### src/rtl/fb_fill_ctrl.sv
// VGA framebuffer fill engine: the CPU programs DST/LEN/COLOR over MMIO and starts a fill.
// CPU framebuffer stores always take the write port; the engine stalls while they do.
module fb_fill_ctrl #(
   parameter int FB_AW = 19,
   parameter int PIX_W = 12
) (
   input  logic             clock,
   input  logic             clrn,
   input  logic             reg_sel,
   input  logic             reg_we,
   input  logic [1:0]       reg_addr,
   input  logic [31:0]      reg_din,
   output logic [31:0]      reg_dout,
   input  logic             cpu_fb_we,
   input  logic [FB_AW-1:0] cpu_fb_addr,
   input  logic [PIX_W-1:0] cpu_fb_din,
   output logic             fb_we,
   output logic [FB_AW-1:0] fb_addr,
   output logic [PIX_W-1:0] fb_din,
   output logic             busy,
   output logic             done
);

   typedef enum logic {IDLE = 1'b0, RUN = 1'b1} state_t;

   state_t           state;
   logic [FB_AW-1:0] dst;
   logic [FB_AW-1:0] cur_addr;
   logic [FB_AW:0]   len;
   logic [FB_AW:0]   remain;
   logic [PIX_W-1:0] color;
   logic             reg_wr;
   logic             ctrl_wr;
   logic             eng_wr;
   logic             unused_din;

   assign reg_wr     = reg_sel & reg_we;
   assign ctrl_wr    = reg_wr & (reg_addr == 2'd3);
   assign eng_wr     = (state == RUN) & ~cpu_fb_we;
   assign busy       = (state == RUN);
   assign unused_din = ^reg_din[31:FB_AW+1];

   // Later assignments in this block deliberately override earlier ones:
   // start/completion setting done wins over a clear in the same write.
   always_ff @(posedge clock) begin
      if (!clrn) begin
         state    <= IDLE;
         dst      <= '0;
         len      <= '0;
         color    <= '0;
         cur_addr <= '0;
         remain   <= '0;
         done     <= 1'b0;
      end else begin
         if (reg_wr && state == IDLE) begin
            case (reg_addr)
               2'd0:    dst   <= reg_din[FB_AW-1:0];
               2'd1:    len   <= reg_din[FB_AW:0];
               2'd2:    color <= reg_din[PIX_W-1:0];
               default: ;
            endcase
         end
         if (ctrl_wr && reg_din[2])
            done <= 1'b0;
         case (state)
            IDLE: begin
               if (ctrl_wr && reg_din[0] && !reg_din[1]) begin
                  if (len != '0) begin
                     cur_addr <= dst;
                     remain   <= len;
                     done     <= 1'b0;
                     state    <= RUN;
                  end else begin
                     done <= 1'b1;
                  end
               end
            end
            RUN: begin
               if (eng_wr) begin
                  cur_addr <= cur_addr + FB_AW'(1);
                  remain   <= remain - (FB_AW+1)'(1);
                  if (remain == (FB_AW+1)'(1)) begin
                     state <= IDLE;
                     done  <= 1'b1;
                  end
               end
               if (ctrl_wr && reg_din[1])
                  state <= IDLE;
            end
            default: state <= IDLE;
         endcase
      end
   end

   always_comb begin
      reg_dout = '0;
      case (reg_addr)
         2'd0:    reg_dout = 32'(dst);
         2'd1:    reg_dout = 32'(len);
         2'd2:    reg_dout = 32'(color);
         default: reg_dout = {30'b0, done, busy};
      endcase
   end

   always_comb begin
      fb_we   = 1'b0;
      fb_addr = '0;
      fb_din  = '0;
      if (cpu_fb_we) begin
         fb_we   = 1'b1;
         fb_addr = cpu_fb_addr;
         fb_din  = cpu_fb_din;
      end else if (state == RUN) begin
         fb_we   = 1'b1;
         fb_addr = cur_addr;
         fb_din  = color;
      end
   end

endmodule

### config.mk
export PLATFORM = sky130hd
export DESIGN_NAME = fb_fill_ctrl
export DESIGN_NICKNAME = d
export VERILOG_FILES = /design/src/rtl/fb_fill_ctrl.sv
export SDC_FILE = /design/constraint.sdc
export NUM_CORES = 1
export LEC_CHECK = 0
export ABC_CLOCK_PERIOD_IN_PS = 2100
export CAP_MARGIN = 0
export CORE_MARGIN = 2
export CORE_UTILIZATION = 50
export CTS_CLUSTER_DIAMETER = 50
export DETAILED_ROUTE_END_ITERATION = 8
export GPL_ROUTABILITY_DRIVEN = 0
export PLACE_DENSITY = 0.82
export SLEW_MARGIN = 10
export SYNTH_ARGS = -nofsm -noshare
export SYNTH_HDL_FRONTEND = slang
export SYNTH_SLANG_ARGS = --single-unit
### constraint.sdc
create_clock -name clock -period 2.1 [get_ports clock]
set_input_delay 0.42 -clock clock [delete_from_list [all_inputs] [get_ports clock]]
set_output_delay 0.42 -clock clock [all_outputs]
set_load 0.05 [all_outputs]
==> flow_summary_export.csv <==
group,metric,value,unit
run_status,outcome,"finished clean",
routing,wl_per_cell,18.6,microns
power_and_ir_drop,vdd_ir_drop_max,0.392,mV
routing,vias,6213,
yosys,synth.distinct_cells,67,
global_routing,grt_overflow,0,
sta,slew_viol_final,0,
routing,wl,18700,microns
worst_hold_path,hold_start,"remain[14]$_SDFFE_PN0P_",
floorplanning,start_util,51.2,%
worst_setup_path,r2r-start,"remain[1]$_SDFFE_PN0P_",
placed_design,dp_hpwl,13200,microns
placed_design,place_inst,984,
yosys,syn_area,5260,sq um
worst_setup_path,crit_chain,"clkdlybuf4s50_1",
worst_setup_path,arrival,1610,ps
final_layout,antennaDiodeCount,0,
sta,rsz0062_at_grt,"false",
cts,cts_root_buffer,"clkbuf_8",
yosys,yosys_register_bits,92,
yosys,yosys_warnings,0,
final_layout,syn_to_final_growth,52.0,%
sta,tightest_slew,538,ps
worst_setup_path,critPathMaxFanout,3,
yosys,syn-instance-count,735,
routing,first_pass_iters,5,
global_routing,gr-usage-all-layers,32.9,%
yosys,synth.top_cell.area_share,35.0,%
cts,cts_tree,"done",
cts,insertion_delay,370,ps
sta,clock_skew,11.9,ps
worst_setup_path,crit_buf_inv,1,
floorplanning,ios,136,
yosys,ys.flop_type,"dfxtp_1",
floorplanning,die_x,107,microns
yosys,ys_seq_area_share,35.0,%
routing,drc_errors,0,
cts,cts_max_level,3,
floorplanning,core.rowCount,37,
final_layout,nNetsFinal,937,
power_and_ir_drop,p_per_area,488,nW/um^2
final_layout,instances_no_fill,1005,
sta,hold_viol_final,0,
yosys,yosysTopAreaCell,"dfxtp_1",
floorplanning,core,10300,sq um
worst_setup_path,cpMaxStageDelayCell,"clkdlybuf4s50_1",
worst_hold_path,min_path_type,"flip-flop to flip-flop",
worst_setup_path,ff2ff_path_depth,8,
global_routing,grt_pass1_vias,6165,
job,drv_cap,0,
worst_hold_path,whs_path_depth,2,
yosys,synth-async-reset-ratio,0,%
worst_setup_path,rrSetupSlack,90,ps
global_routing,grt_max_degree,57,
worst_setup_path,slowest_delay,840,ps
worst_setup_path,required,1680,ps
cts,cts_buffers,9,
power_and_ir_drop,power_leakage,2.92,nW
sta,setup_violations,0,
sta,timing.final.crit_share,96.8,%
sta,period_minus_slack,2030,ps
worst_setup_path,setup.worst_path.end_class,"output pin",
cts,clockBufferDepth,2,
global_routing,grt_pass1_wl,29900,microns
worst_setup_path,worstSetupPathType,"flip-flop to output pin",
cts,clkSlewWorstSetupHoldPaths,100,ps
worst_setup_path,cpLargestDelayFamily,"buffers and inverters",
cts,cts.sinks,92,
yosys,synthTopCellsByArea,"dfxtp_1 (35%), nand2_1 (15%), a21oi_1 (8.4%), o21ai_0 (5.5%), mux2i_1 (3.8%)",
worst_setup_path,cp-start-kind,"flip-flop",
worst_setup_path,r2r_end,"remain[14]$_SDFFE_PN0P_",
yosys,synth_edf_count,0,
sta,hold_slack,475,ps
global_routing,grt_antenna_before_repair,0,
routing,first_iter_violations,701,
final_layout,drive_above_1_share,23.9,%
worst_hold_path,holdPathEnd,"remain[14]$_SDFFE_PN0P_",
routing,antenna_left,0,
floorplanning,dieArea,11400,sq um
placed_design,portBuffers,111,
sta,max_slew_margin,63.8,%
floorplanning,die_h,107,microns
sta,clock.fmax,492,MHz
yosys,syn_avg_cell_area,7.15,sq um
routing,vias_per_cell,6.18,
cell families (layout without fill, tap and decap cells):
| logic type | after synthesis | after routing | synth area share (%) |
|---|---|---|---|
| buffers and inverters | 77 | 200 | 6.97 |
| AOI/OAI and AO/OA | 207 | 207 | 23.4 |
| muxes | 22 | 22 | 4.66 |
| and+or+nand+nor | 329 | 329 | 28.5 |
| adders and majority gates | 3 | 3 | 0.714 |
| DFF | 92 | 92 | 35.0 |
| other | 1 | 12 | 0.0713 |
| xor gates and xnor gates | 4 | 4 | 0.666 |
cells in the mapped netlist, types with 4 or more instances:
cell        n
o211ai_1    4
nor4_1      9
nand4_1    10
nor3b_1     5
o32ai_1    10
o31ai_1     4
xnor2_1     4
and3_1      6
a21oi_1    88
buf_1       4
a32oi_1     4
a211oi_1    5
a31oi_1     4
dfxtp_1    92
clkbuf_1   49
mux2i_1    20
nor3_1     11
buf_4      12
nand3_1    14
o21ai_0    58
nand2_1   217
inv_1       6
nor2_1     28
stage by stage:
step	area, sq um	power [W]	setup TNS, ps	utilization [%]	setup WS [ps]
global placement	7700	0.00266	-430	74.9	-64.4
global route	7990	0.00399	0	77.7	11.9
detailed placement	7700	0.00268	-1160	74.9	-87.7
CTS	7980	0.00388	0	77.7	45.0
floorplan	5680	0.00228	0	-	0.923
finish	7990	0.00390	0	77.7	66.3
power breakdown:
part	switching (W)	internal (W)	total [W]	leakage, nW
logic	0.000481	0.000386	0.000867	2.08
clock network	0.000684	0.000555	0.00124	0.0960
registers	0.0000295	0.00177	0.00180	0.744
worst max path at each step:
stage / start / to / cells after the start
4_1_cts: remain[1]$_SDFFE_PN0P_ / remain[14]$_SDFFE_PN0P_ / 8
6_report: done$_SDFF_PN0_ / done / 1
3_5_place_dp: reg_addr[0] / reg_dout[4] / 7
2_1_floorplan: cpu_fb_we / fb_addr[7] / 3
3_3_place_gp: reg_addr[1] / reg_dout[1] / 4
5_1_grt: remain[1]$_SDFFE_PN0P_ / remain[16]$_SDFFE_PN0P_ / 8
flip-flops by register name (all words and copies together), names as in the netlist:
signal,flops
busy,1
done,1
cur_addr,19
color,12
remain,20
dst,19
len,20
cell type report:
cell class | count | area [sq um]
sequential | 92 | 1850
fill | 686 | 2290
timing repair buffer | 177 | 2260
inverter | 7 | 26.3
clock inverter | 7 | 72.6
multi-input combinational | 577 | 3490
clock buffer | 9 | 124
tap | 136 | 170
worst register-to-register path, cell delays in order, from the launching register on:
cell,delay (ps)
dfxtp_1,350
inv_1,90
ha_1,200
nor3b_2,210
buf_4,160
nand2_1,120
or4b_1,540
a21oi_1,150
o32ai_1,90
repair_timing:
item / in CTS / in global routing
buffers inserted: 3 / 0
setup endpoints to repair: 23 / 3
gates cloned: 2 / 0
hold buffers: 0 / 0
resized for setup: 18 / 2
metal layers:
layer / routed length, microns / part of all wire (%) / track usage [%] / up-vias
met5: 0 / 0 / 0 / -
met4: 703 / 3.8 / 16.0 / 0
met3: 1980 / 11 / 6.44 / 75
met2: 8800 / 47 / 54.5 / 446
met1: 7190 / 38 / 41.1 / 2864
li1: - / - / - / 2828
cells in the final DEF (no fill, tap or decap), types with 7 or more instances in the layout:
cell,instances
a21oi_1,88
buf_12,61
buf_4,53
clkbuf_8,9
clkdlybuf4s50_1,55
conb_1,12
dfxtp_1,91
mux2i_1,17
nand2_1,217
nand3_1,14
nand4_1,10
nor2_1,21
nor2_2,7
nor3_1,11
nor4_1,9
o21ai_0,21
o21ai_2,11
o21ai_4,25
o32ai_1,10
(Power assumes the default switching activity.)
